==> src/rtl/kernel_job_scheduler.sv <==
// Kernel job scheduler: a FIFO of 64-bit job descriptors dispatched
// round-robin onto a pool of kernels. It tracks per-kernel busy state
// from completion edges and keeps dispatch and completion counters.
module kernel_job_scheduler #(
   parameter int KERNEL_NUM = 8,
   parameter int FIFO_DEPTH = 8,
   parameter int LW         = $clog2(FIFO_DEPTH) + 1
) (
   input  logic                  clk,
   input  logic                  rst_n,
   input  logic                  enable,
   input  logic                  soft_clear,
   input  logic                  job_valid,
   input  logic [63:0]           job_addr,
   output logic                  job_ready,
   output logic [KERNEL_NUM-1:0] kernel_start,
   output logic [63:0]           kernel_job_addr,
   input  logic [KERNEL_NUM-1:0] kernel_complete,
   output logic [KERNEL_NUM-1:0] kernel_busy,
   output logic [LW-1:0]         fifo_level,
   output logic                  idle,
   output logic [31:0]           jobs_dispatched,
   output logic [31:0]           jobs_completed
);

   localparam int AW = (FIFO_DEPTH > 1) ? $clog2(FIFO_DEPTH) : 1;
   localparam int KW = (KERNEL_NUM > 1) ? $clog2(KERNEL_NUM) : 1;

   typedef enum logic [0:0] {
      ST_IDLE  = 1'b0,
      ST_ISSUE = 1'b1
   } state_e;

   // One-hot decode of a kernel index.
   function automatic logic [KERNEL_NUM-1:0] onehot(input logic [KW-1:0] idx);
      logic [KERNEL_NUM-1:0] v;
      for (int i = 0; i < KERNEL_NUM; i++) begin
         v[i] = (KW'(i) == idx);
      end
      return v;
   endfunction

   // Number of set bits in a per-kernel vector, widened to counter width.
   function automatic logic [31:0] popcount(input logic [KERNEL_NUM-1:0] v);
      logic [31:0] n;
      n = 32'd0;
      for (int i = 0; i < KERNEL_NUM; i++) begin
         n = n + {31'd0, v[i]};
      end
      return n;
   endfunction

   state_e                state_q, state_d;
   logic [63:0]           mem_q [FIFO_DEPTH];
   logic [AW-1:0]         wr_ptr_q, wr_ptr_d;
   logic [AW-1:0]         rd_ptr_q, rd_ptr_d;
   logic [LW-1:0]         level_q, level_d;
   logic [KW-1:0]         last_grant_q, last_grant_d;
   logic [KERNEL_NUM-1:0] start_q, start_d;
   logic [63:0]           addr_q, addr_d;
   logic [KERNEL_NUM-1:0] busy_q, busy_d;
   logic [KERNEL_NUM-1:0] prev_q;
   logic [31:0]           disp_q, disp_d;
   logic [31:0]           comp_q, comp_d;

   logic                  full_s;
   logic                  empty_s;
   logic                  push_s;
   logic                  go_s;
   logic                  any_free_s;
   logic [KW-1:0]         grant_s;
   logic                  grant_found_s;
   logic [KW-1:0]         cand_s;
   int                    scan_s;
   logic [KERNEL_NUM-1:0] edge_s;
   logic [KERNEL_NUM-1:0] counted_s;

   assign full_s     = (level_q == LW'(FIFO_DEPTH));
   assign empty_s    = (level_q == LW'(0));
   assign any_free_s = ~(&busy_q);
   assign push_s     = job_valid & ~full_s & ~soft_clear;
   // Only genuine completions of dispatched work clear busy and are counted.
   assign edge_s     = kernel_complete & ~prev_q;
   assign counted_s  = edge_s & busy_q;

   assign job_ready       = ~full_s;
   assign kernel_start    = start_q;
   assign kernel_job_addr = addr_q;
   assign kernel_busy     = busy_q;
   assign fifo_level      = level_q;
   assign jobs_dispatched = disp_q;
   assign jobs_completed  = comp_q;
   assign idle            = empty_s & ~(|busy_q) & (state_q == ST_IDLE);

   // Round-robin scan for the first free kernel after the last grant.
   always_comb begin
      grant_s       = last_grant_q;
      grant_found_s = 1'b0;
      scan_s        = 0;
      cand_s        = last_grant_q;
      for (int i = 1; i <= KERNEL_NUM; i++) begin
         scan_s = (int'(last_grant_q) + i) % KERNEL_NUM;
         cand_s = KW'(scan_s);
         if (!grant_found_s && !busy_q[cand_s]) begin
            grant_s       = cand_s;
            grant_found_s = 1'b1;
         end else begin
            grant_s       = grant_s;
            grant_found_s = grant_found_s;
         end
      end
   end

   // FSM next state; a dispatch decision is taken only from IDLE.
   always_comb begin
      state_d = state_q;
      go_s    = 1'b0;
      case (state_q)
         ST_IDLE: begin
            if (enable && !empty_s && any_free_s && !soft_clear) begin
               go_s    = 1'b1;
               state_d = ST_ISSUE;
            end else begin
               state_d = ST_IDLE;
            end
         end
         ST_ISSUE: begin
            state_d = ST_IDLE;
         end
         default: begin
            state_d = ST_IDLE;
         end
      endcase
   end

   // FSM state register.
   always_ff @(posedge clk or negedge rst_n) begin
      if (!rst_n) begin
         state_q <= ST_IDLE;
      end else begin
         state_q <= state_d;
      end
   end

   // Queue pointer and level update; soft_clear flushes, overriding push.
   always_comb begin
      wr_ptr_d = wr_ptr_q;
      rd_ptr_d = rd_ptr_q;
      level_d  = level_q;
      if (soft_clear) begin
         wr_ptr_d = AW'(0);
         rd_ptr_d = AW'(0);
         level_d  = LW'(0);
      end else begin
         if (push_s) begin
            wr_ptr_d = wr_ptr_q + AW'(1);
         end else begin
            wr_ptr_d = wr_ptr_q;
         end
         if (go_s) begin
            rd_ptr_d = rd_ptr_q + AW'(1);
         end else begin
            rd_ptr_d = rd_ptr_q;
         end
         case ({push_s, go_s})
            2'b10:   level_d = level_q + LW'(1);
            2'b01:   level_d = level_q - LW'(1);
            default: level_d = level_q;
         endcase
      end
   end

   // Queue pointer and level registers.
   always_ff @(posedge clk or negedge rst_n) begin
      if (!rst_n) begin
         wr_ptr_q <= AW'(0);
         rd_ptr_q <= AW'(0);
         level_q  <= LW'(0);
      end else begin
         wr_ptr_q <= wr_ptr_d;
         rd_ptr_q <= rd_ptr_d;
         level_q  <= level_d;
      end
   end

   // Descriptor storage; contents are don't-care until written.
   always_ff @(posedge clk) begin
      if (push_s) begin
         mem_q[wr_ptr_q] <= job_addr;
      end
   end

   // Dispatch outputs: one-cycle start pulse, held address, last grant.
   always_comb begin
      start_d      = {KERNEL_NUM{1'b0}};
      addr_d       = addr_q;
      last_grant_d = last_grant_q;
      if (go_s) begin
         start_d      = onehot(grant_s);
         addr_d       = mem_q[rd_ptr_q];
         last_grant_d = grant_s;
      end else begin
         start_d      = {KERNEL_NUM{1'b0}};
      end
   end

   // Dispatch output registers.
   always_ff @(posedge clk or negedge rst_n) begin
      if (!rst_n) begin
         start_q      <= {KERNEL_NUM{1'b0}};
         addr_q       <= 64'd0;
         last_grant_q <= KW'(KERNEL_NUM - 1);
      end else begin
         start_q      <= start_d;
         addr_q       <= addr_d;
         last_grant_q <= last_grant_d;
      end
   end

   // Busy tracking: completions clear, a grant sets (grant wins on overlap).
   always_comb begin
      busy_d = busy_q & ~counted_s;
      if (go_s) begin
         busy_d = busy_d | onehot(grant_s);
      end else begin
         busy_d = busy_d;
      end
   end

   // Busy and completion-history registers; history starts high so a level
   // already present at reset is not taken as a completion.
   always_ff @(posedge clk or negedge rst_n) begin
      if (!rst_n) begin
         busy_q <= {KERNEL_NUM{1'b0}};
         prev_q <= {KERNEL_NUM{1'b1}};
      end else begin
         busy_q <= busy_d;
         prev_q <= kernel_complete;
      end
   end

   // Counter next values; wrap naturally at 32 bits.
   always_comb begin
      disp_d = disp_q;
      comp_d = comp_q;
      if (soft_clear) begin
         disp_d = 32'd0;
         comp_d = 32'd0;
      end else begin
         if (go_s) begin
            disp_d = disp_q + 32'd1;
         end else begin
            disp_d = disp_q;
         end
         comp_d = comp_q + popcount(counted_s);
      end
   end

   // Counter registers.
   always_ff @(posedge clk or negedge rst_n) begin
      if (!rst_n) begin
         disp_q <= 32'd0;
         comp_q <= 32'd0;
      end else begin
         disp_q <= disp_d;
         comp_q <= comp_d;
      end
   end

endmodule

==> config.mk <==
export PLATFORM = sky130hd
export DESIGN_NAME = kernel_job_scheduler
export DESIGN_NICKNAME = d
export VERILOG_FILES = /design/src/rtl/kernel_job_scheduler.sv
export SDC_FILE = /design/constraint.sdc
export NUM_CORES = 1
export LEC_CHECK = 0
export BUFFER_PORTS_ARGS = -buffer_cell sky130_fd_sc_hd__buf_4
export CORE_ASPECT_RATIO = 1.1
export CORE_MARGIN = 1
export CORE_UTILIZATION = 40
export DETAILED_ROUTE_END_ITERATION = 6
export PLACE_DENSITY = 0.58
export SLEW_MARGIN = 20
export SYNTH_ARGS = -nofsm -noshare
export SYNTH_HDL_FRONTEND = slang
export SYNTH_SLANG_ARGS = --single-unit
==> constraint.sdc <==
create_clock -name clk -period 6.4 [get_ports clk]
set_input_delay 0 -clock clk [delete_from_list [all_inputs] [get_ports clk]]
set_output_delay 0 -clock clk [all_outputs]
set_load 0.005 [all_outputs]
==> metrics.txt, run 1 <==
EDFF count, synth 512; root buffer cell clkbuf_16; Syn Area/Cell 17.4 sq um; Yosys top cell area share 56.3%; vias in the first global route 15,700; Routed wire per std cell 22.2 microns; CTS tree built; setup_tns 0 ns; f_max 217 MHz; Die H 276 microns; Worst-Skew Late Latency 0.62 ns; Hold Crit Class input port to async pin; measured slew at the worst slew-check pin 1.05 ns; H-tree depth 3; top-count cell post-synth edfxtp_1; post-route ant nets 0; Layout area overhead 21.4%; status finished clean; Hold Slack 0.0362 ns; peak supply drop 0.241 mV; # DRC 0; vias post-DR 15,000; CP arrival 5.08 ns; Yosys Warn Count 0; total CTS buffers 74; io pins 227; initial antenna violation count 5; Crit Path Class flip-flop to flip-flop; synth unique cells 63; First-pass DRT Iterations 7; All-Layer GR Usage 18.2%; post-synth top area cell edfxtp_1; Total Wirelength 62,500 microns; asr flop ratio synth 24.5%; commonest cells in the netlist edfxtp_1 (512), dfrtp_1 (155), mux4_2 (143); RSZ-0062 raised after global routing false; CP startpoint kind flip-flop; post-detailed-route via-to-cell ratio 5.31; DRT iter0 DRCs 952; Max Cap Viol 0; Synth Instances 1,572; Sink Count 678; post-synthesis register bit count 678; mapped cell area 27,300 sq um; first-pass GRT wire length 95,700 microns; Layout Skew 0.0320 ns; Worst-path clk slew 0.06 ns; Worst EP required 6.86 ns; sequential-to-total area share from yosys stat 71.5%; worst-path maximum fanout 15; CTS resizes 0; total core area 67,600 sq um; Starting Density 40.4%; Tcrit/Tclk final 72.1%; Worst setup EP type flip-flop; # rows 100; final-stage net count 1,985; syn_nets 1,668; die area 69,300 sq um; P per Cell Area 357 nW/um^2; Fin. Hold Viols 0; gpl congestion 0.786; share of layout cells above drive strength 1 27.2%; Final HPWL DP 35,000 microns; Lkg Pwr 11.7 nW; Final setup viols 0; final slew viol count 0; IO buf count 226; Clock Path Buffers 3; total power 0.0118 W; slew margin rel. 29.3%; Final Core Density 49.1%; Synth area leaders edfxtp_1 (56%), dfrtp_1 (14%), mux4_2 (12%); min cycle time layout 4.62 ns; grt ovf 0; FILL cells 5,699; largest net degree at the start of global routing 103; Die Wd 251 microns; Top FF cell, synth edfxtp_1
==> critical path, cell delays in order, from the launching register on <==
cell	delay, ns
dfrtp_1	0.55
inv_1	0.11
nor2_1	0.07
fa_1	0.50
inv_1	0.05
fa_1	0.53
inv_1	0.05
fa_1	0.50
fa_1	0.47
fa_1	0.44
a21o_1	0.21
a21oi_1	0.29
or2_2	0.25
nor2_1	0.11
nand4_1	0.11
xor2_1	0.16
nor2_1	0.06
==> cells by family after synthesis <==
group | synth area share (%)
AO/OA/AOI/OAI | 3.40
XOR/XNOR | 1.57
adder cells (fa/ha/maj) | 1.04
buffers and inverters | 1.74
flip-flops | 71.5
multiplexers | 14.9
AND/OR/NAND/NOR | 5.84
==> final timing paths <==
| check | startpoint | to | slack (ns) | cells after the start |
|---|---|---|---|---|
| min in group clk | kernel_complete[3] | prev_q[3] | 0.06 | 2 |
| worst max register to register | kernel_busy[0] | jobs_completed[16] | 1.78 | 16 |
| max in group asynchronous | rst_n | kernel_job_addr[9] | 5.06 | 3 |
| worst min register to register | kernel_job_addr[9] | kernel_job_addr[9] | 0.48 | 2 |
| worst max-delay path | kernel_busy[0] | jobs_completed[16] | 1.78 | 16 |
| worst min-delay path | rst_n | jobs_completed[27] | 0.04 | 2 |
==> state kept, by name, indices dropped and copies added (netlist names), 4 cells and up <==
signal           count
jobs_completed      32
kernel_busy          8
fifo_level           4
mem_q              512
jobs_dispatched     32
prev_q               8
kernel_job_addr     64
kernel_start         8
==> placed cells by master, fill, tap and decap left out, types with 10 or more instances in the layout <==
cell / count
nand2b_1: 13
dlygate4sd3_1: 76
mux2i_1: 81
dfrtp_1: 152
a21oi_1: 16
xor2_1: 27
nand3b_1: 10
clkbuf_16: 75
nor2_1: 74
mux4_2: 143
nand2_1: 113
clkbuf_1: 18
o21ai_0: 99
buf_4: 242
and3_1: 11
ha_1: 13
inv_1: 26
clkinv_1: 15
xnor2_1: 20
nand4_1: 15
nand3_1: 20
nor3_1: 15
edfxtp_1: 512
dfstp_2: 11
==> timing repair <==
item / CTS / global route
endpoints found under the hold margin: 657 / 0
hold buffers: 76 / 0
setup buffers: 0 / 0
==> routing by layer <==
metal	part of all wire (%)	wire length, microns	global-route usage, %	up-vias
li1	-	-	-	6739
met1	43	27000	24.2	7778
met2	50	31400	30.5	343
met3	4.7	2910	3.41	90
met4	1.8	1120	5.39	8
met5	0.070	44	0	-
==> cell type report <==
cell class	instances	area, sq um	area share (%)
Inverter	30	113	0.339
Tap cell	867	1080	3.27
Multi-Input combinational cell	781	7360	22.2
Clock inverter	34	342	1.03
Sequential cell	678	19600	58.9
Clock buffer	100	2040	6.15
Timing Repair Buffer	324	2680	8.09
Antenna cell	1	2.50	0.00754
==> per-stage QoR <==
step | instance area, sq um | std cells | setup WS, ns
finish | 33200 | 2815 | 1.78
global route | 33200 | 2815 | 1.49
CTS | 33200 | 2814 | 1.75
detailed placement | 30000 | 2604 | 1.75
global placement | 30000 | 2604 | 1.79
floorplan | 27300 | 1572 | 0.308
==> power breakdown <==
group | leakage (nW) | internal (W) | total (W) | switching [W]
Combinational | 3.79 | 0.00115 | 0.00229 | 0.00114
Sequential | 6.80 | 0.00506 | 0.00538 | 0.000325
Clock | 1.15 | 0.00245 | 0.00416 | 0.00171
Total | 11.7 | 0.00866 | 0.0118 | 0.00317
(Power assumes the default switching activity.)
==> inputs of run 2 (changes only) <==
==> constraint.sdc (replaced) <==
create_clock -name clk -period 3.95 [get_ports clk]
set_input_delay 0 -clock clk [delete_from_list [all_inputs] [get_ports clk]]
set_output_delay 0 -clock clk [all_outputs]
set_load 0.005 [all_outputs]
==> run 2 against run 1 <==
Effect of this change:
- the run now ends with setup timing left
- critical path type unchanged
- combinational power is 72% higher
- sequential share of layout area is 0.69 points lower
- highest routed layer unchanged
- setup slack worse by 2.0 ns
- utilization is 0.58 points higher
- total power is 62% higher
- critical path depth is 1 higher
- non-clock buffer count is 39 higher
- via count is 1.5% higher
- global-route usage hardly changed
- largest power group unchanged
==> metrics.txt, run 2 (synthesized netlist as in run 1, its figures left out) <==
share of layout cells above drive strength 1 30.1% (was 27.2%); CP delay by family, top adder cells (unchanged); Max Cap Viol 0 (unchanged); First-pass DRT Iterations 5 (was 7); failing checks setup timing; Most common cell on crit path fa_1 (unchanged); Top Layer Used met5 (unchanged); total CTS buffers 71 (was 74); measured slew at the worst slew-check pin 0.883 ns (was 1.05 ns); CP arrival 4.64 ns (was 5.08 ns); Final HPWL DP 35,400 microns (was 35,000 microns); Final setup viols 15 (was 0); post-route ant nets 0 (unchanged); most frequent cells in the layout edfxtp_1 (512), buf_4 (280), dfrtp_1 (152), mux4_2 (143), nand2_1 (107) (was edfxtp_1 (512), buf_4 (242), dfrtp_1 (152), mux4_2 (143), nand2_1 (113)); Reg area 19,600 sq um (unchanged); Hold Slack 0.0640 ns (was 0.0362 ns); RSZ-0062 raised after global routing true (was false); vias post-DR 15,200 (was 15,000); first-pass GRT wire length 95,600 microns (was 95,700 microns); vias in the first global route 15,800 (was 15,700); Largest Register mem_q (unchanged); IO buf count 226 (unchanged); Sink Count 678 (unchanged); setup_tns -2.37 ns (was 0 ns); final-stage net count 2,021 (was 1,985); Clock Path Buffers 3 (unchanged); total power 0.0192 W (was 0.0118 W); Routed wire per std cell 21.7 microns (was 22.2 microns); Layout Skew 0.0215 ns (was 0.0320 ns); FILL cells 5,688 (was 5,699); Layout area overhead 22.9% (was 21.4%); io pins 227 (unchanged); Worst-Skew Late Latency 0.60 ns (was 0.62 ns); Multi-input gate area 7510 sq um (was 7360 sq um); CP max stage delay 0.53 ns (was 0.55 ns); Tcrit/Tclk final 106% (was 72.1%); grt ovf 0 (unchanged); gpl congestion 0.821 (was 0.786); slew margin rel. 41.1% (was 29.3%); peak supply drop 0.371 mV (was 0.241 mV); Met3 Routed Length 3460 microns (was 2910 microns); min cycle time layout 4.18 ns (was 4.62 ns); Worst EP required 4.40 ns (was 6.86 ns); Die Wd 251 microns (unchanged); Total Wirelength 62,000 microns (was 62,500 microns); CTS tree built (unchanged); final slew viol count 0 (unchanged); post-detailed-route via-to-cell ratio 5.33 (was 5.31); largest net degree at the start of global routing 142 (was 103); Routed met1 length 26,800 microns (was 27,000 microns); worst path cell trace nand2b_4 > nor2_2 > fa_1 > inv_2 > fa_1 > inv_2 > fa_1 > fa_2 > fa_2 > a21o_1 > a21oi_2 > buf_6 > or2_4 > nor2_4 > nand4_1 > xor2_1 > nor2_1 (was inv_1 > nor2_1 > fa_1 > inv_1 > fa_1 > inv_1 > fa_1 > fa_1 > fa_1 > a21o_1 > a21oi_1 > or2_2 > nor2_1 > nand4_1 > xor2_1 > nor2_1); Crit Path Class flip-flop to flip-flop (unchanged); total core area 67,600 sq um (unchanged); Fin. Hold Viols 0 (unchanged); commonest non-fill, non-tap cell in the layout edfxtp_1 (unchanged); initial antenna violation count 5 (unchanged); f_max 239 MHz (was 217 MHz); root buffer cell clkbuf_16 (unchanged); Lkg Pwr 12.0 nW (was 11.7 nW); # DRC 0 (unchanged); die area 69,300 sq um (unchanged); Buf+Inv Stages, Crit Path 3 (unchanged); # rows 100 (unchanged); DRT iter0 DRCs 969 (was 952); Starting Density 40.4% (unchanged); CP max stage cell fa_1 (was dfrtp_1); Die H 276 microns (unchanged); Hold Crit Class input port to flip-flop (was input port to async pin); Worst setup EP type flip-flop (unchanged); P per Cell Area 570 nW/um^2 (was 357 nW/um^2); All-Layer GR Usage 18.2% (about the same); status finished with violations (was finished clean); max reg flops 512 (unchanged); worst-path maximum fanout 4 (was 15); H-tree depth 3 (unchanged); Worst-path clk slew 0.06 ns (about the same); final worst setup slack -0.234 ns (was 1.78 ns); metal2 WL 30,400 microns (was 31,400 microns); CP startpoint kind flip-flop (unchanged)
==> run 2: cell types whose count changed in the layout (fill, tap and decap cells not counted), sizes merged, moves of 2 or more <==
| cell | change |
|---|---|
| buf | +41 |
| clkbuf | +5 |
| clkinv | -5 |
| clkinvlp | -2 |
| dlygate4sd3 | -2 |
==> run 2: path summary, 6_finish.rpt <==
path	startpoint	endpoint	slack, ns	depth (start not counted)
max in group asynchronous	rst_n	prev_q[7]	2.79	3
max reg2reg	prev_q[2]	jobs_completed[16]	-0.23	17
min reg2reg	kernel_job_addr[49]	kernel_job_addr[49]	0.48	2
min	kernel_complete[1]	prev_q[1]	0.06	2
max	prev_q[2]	jobs_completed[16]	-0.23	17
min in group asynchronous	rst_n	jobs_completed[24]	0.08	2
==> run 2: layer usage <==
layer / track usage (%) / up-vias
met2: 29.9 / 400
met1: 24.6 / 7887
met3: 3.50 / 93
met4: 5.21 / 8
met5: 0 / -
li1: - / 6800
==> run 2: stage by stage <==
step	std cells	instance area, sq um	utilization [%]	worst slack, ns
after CTS	2845	33500	49.5	-0.165
after floorplan	1572	27400	-	-0.422
after detailed placement	2640	30400	44.9	-0.470
after global routing	2850	33600	49.7	-0.422
after global placement	2640	30400	44.9	-0.459
final	2850	33600	49.7	-0.234
==> run 2: repair_timing <==
item	4_1_cts	5_1_grt
pin swaps	3	19
setup buffers	1	4
endpoints found under the hold margin	617	0
endpoints found under the setup margin	25	27
hold buffers	74	0
gates resized for setup	10	17
==> run 2: power by group <==
part / internal, W / switching, W / total, W
Combinational: 0.00200 / 0.00195 / 0.00395
Clock: 0.00389 / 0.00270 / 0.00659
Sequential: 0.00819 / 0.000426 / 0.00861
==> run 2: final cells by class <==
cell class	instances	area share, %
Antenna cell	1	0.00745
Timing Repair Buffer	363	8.91
Clock inverter	25	0.753
Clock buffer	105	6.13
Inverter	30	0.335
Tap cell	867	3.23
Multi-Input combinational cell	781	22.4
Sequential cell	678	58.2
==> inputs of run 3 (changes only) <==
--- a/config.mk
+++ b/config.mk
@@ -6,11 +6,13 @@
 export NUM_CORES = 1
 export LEC_CHECK = 0
 export BUFFER_PORTS_ARGS = -buffer_cell sky130_fd_sc_hd__buf_4
+export CELL_PAD_IN_SITES_DETAIL_PLACEMENT = 0
+export CELL_PAD_IN_SITES_GLOBAL_PLACEMENT = 1
 export CORE_ASPECT_RATIO = 1.1
 export CORE_MARGIN = 1
 export CORE_UTILIZATION = 40
 export DETAILED_ROUTE_END_ITERATION = 6
-export PLACE_DENSITY = 0.58
+export PLACE_DENSITY = 0.66
 export SLEW_MARGIN = 20
 export SYNTH_ARGS = -nofsm -noshare
 export SYNTH_HDL_FRONTEND = slang
==> run 3 against run 2 <==
Effect of this change:
- the flow still finishes with violations (setup timing)
- hold slack lost 0.0011 ns
- setup slack better by 0.074 ns
- largest power group unchanged
- critical endpoint is now jobs_completed[14]
- clock power down 2%
- highest routed layer unchanged
==> metrics.txt, run 3 (synthesized netlist as in run 1, its figures left out) <==
final worst setup slack -0.160 ns (was -0.234 ns); DRT iter0 DRCs 891 (was 969); Fin. Hold Viols 0 (unchanged); f_max 243 MHz (was 239 MHz); Layout area overhead 23.1% (was 22.9%); Max Cap Viol 0 (unchanged); vias post-DR 15,000 (was 15,200); worst-path maximum fanout 5 (was 4); Starting Density 40.4% (unchanged); Crit Path Class flip-flop to flip-flop (unchanged); root buffer cell clkbuf_16 (unchanged); IO buf count 226 (unchanged); H-tree depth 3 (unchanged); # rows 100 (unchanged); Routed wire per std cell 21.7 microns (about the same); Sink Count 678 (unchanged); post-detailed-route via-to-cell ratio 5.27 (was 5.33); post-route ant nets 0 (unchanged); CP arrival 4.56 ns (was 4.64 ns); Final setup viols 14 (was 15); setup_tns -1.51 ns (was -2.37 ns); Tcrit/Tclk final 104% (was 106%); share of layout cells above drive strength 1 30.1% (about the same); max reg flops 512 (unchanged); Total Wirelength 62,000 microns (about the same); Final Core Density 49.8% (was 49.7%); All-Layer GR Usage 18.0% (was 18.2%); grt ovf 0 (unchanged); Reg area 19,600 sq um (unchanged); most frequent cells in the layout edfxtp_1 (512), buf_4 (270), dfrtp_1 (152), mux4_2 (143), nand2_1 (107) (was edfxtp_1 (512), buf_4 (280), dfrtp_1 (152), mux4_2 (143), nand2_1 (107)); total core area 67,600 sq um (unchanged); Hold Crit Class input port to flip-flop (unchanged); reg2reg end jobs_completed[14] (was jobs_completed[16]); Final HPWL DP 35,700 microns (was 35,400 microns); commonest non-fill, non-tap cell in the layout edfxtp_1 (unchanged); Worst setup EP type flip-flop (unchanged); peak supply drop 0.320 mV (was 0.371 mV); FILL cells 5,718 (was 5,688); initial antenna violation count 4 (was 5); slew margin rel. 30.3% (was 41.1%); Lkg Pwr 12.0 nW (about the same); Post-Place Worst Slack -0.480 ns (was -0.470 ns); status finished with violations (unchanged); P per Cell Area 564 nW/um^2 (was 570 nW/um^2); Worst EP required 4.40 ns (about the same); first-pass GRT wire length 94,800 microns (was 95,600 microns); # DRC 0 (unchanged); RSZ-0062 raised after global routing true (unchanged); Die H 276 microns (unchanged); r2r setup slk -0.16 ns (was -0.23 ns); Multi-input gate area 7500 sq um (was 7510 sq um); Layout Skew 0.0256 ns (was 0.0215 ns); hold path depth 2 (unchanged); measured slew at the worst slew-check pin 1.05 ns (was 0.883 ns); Largest Register mem_q (unchanged); largest net degree at the start of global routing 142 (unchanged); r2r worst-path depth 17 (unchanged); total CTS buffers 72 (was 71); min cycle time layout 4.11 ns (was 4.18 ns); CTS tree built (unchanged); die area 69,300 sq um (unchanged); Reg-to-Reg Start prev_q[0] (was prev_q[2]); io pins 227 (unchanged); hold path startpoint kernel_complete[5] (was kernel_complete[1]); CP startpoint kind flip-flop (unchanged); gpl congestion 0.775 (was 0.821); final-stage net count 2,024 (was 2,021); vias in the first global route 15,700 (was 15,800); Worst Hold Path EP prev_q[5] (was prev_q[1]); Worst-Skew Late Latency 0.60 ns (about the same); Worst-path clk slew 0.06 ns (about the same); failing checks setup timing (unchanged); First-pass DRT Iterations 5 (unchanged); final slew viol count 0 (unchanged); Clock Path Buffers 3 (unchanged); Die Wd 251 microns (unchanged)
[run 3: repair_timing]
item                                    in CTS  in global routing
endpoints found under the setup margin      23                 26
hold endpoints to repair                   689                  0
pin swaps                                    4                  6
resized for setup                           10                 13
hold buffers                                78                  0
buffers inserted                             3                  5
[run 3: per-layer routing]
layer | share of wire (%) | track usage [%] | vias up
met4 | 1.5 | 4.52 | 8
met1 | 43 | 23.6 | 7844
met3 | 4.3 | 3.56 | 76
met2 | 51 | 30.8 | 284
li1 | - | - | 6814
met5 | 0.074 | 0 | -
[run 3: area by class of cell]
type | count | share of cell area [%]
Antenna cell | 1 | 0.00744
Clock buffer | 92 | 5.82
Clock inverter | 38 | 0.882
Inverter | 30 | 0.335
Multi-Input combinational cell | 781 | 22.3
Sequential cell | 678 | 58.1
Tap cell | 867 | 3.23
Timing Repair Buffer | 365 | 9.31
[run 3: metrics by stage]
stage / cell area [sq um] / power (W) / cells / hold WS (ns)
2_1_floorplan: 27400 / 0.0111 / 1572 / -0.296
3_3_place_gp: 30400 / 0.0126 / 2635 / -0.0158
3_5_place_dp: 30400 / 0.0127 / 2635 / -0.0153
4_1_cts: 33500 / 0.0193 / 2846 / 0.0238
5_1_grt: 33600 / 0.0199 / 2851 / 0.0511
6_report: 33600 / 0.0190 / 2852 / 0.0629
[run 3: power by group]
group	leakage [nW]	switching (W)	internal [W]	total [W]
sequential	6.80	0.000434	0.00819	0.00862
combinational	4.08	0.00195	0.00198	0.00394
clock	1.12	0.00271	0.00372	0.00643
[run 3: worst max-delay path by stage]
stage / start / end / slack (ns) / cells past startpoint
after floorplan: fifo_level[0] / mem_q[2][0] / -0.42 / 5
after global placement: prev_q[0] / jobs_completed[31] / -0.44 / 15
after detailed placement: prev_q[0] / jobs_completed[31] / -0.48 / 15
after CTS: prev_q[0] / jobs_completed[28] / -0.17 / 17
after global routing: prev_q[0] / jobs_completed[16] / -0.31 / 17
final: prev_q[0] / jobs_completed[14] / -0.16 / 17
[run 3: critical path: stages (launching register included)]
cell	delay, ns
dfstp_2	0.52
nand2b_4	0.12
nor2_2	0.04
fa_1	0.52
inv_2	0.04
fa_1	0.53
inv_1	0.05
fa_1	0.45
fa_2	0.37
fa_2	0.37
a21o_1	0.17
a21oi_2	0.13
buf_6	0.13
or2_4	0.15
nor2_4	0.05
nand2_1	0.10
xor2_1	0.15
nor2_1	0.05
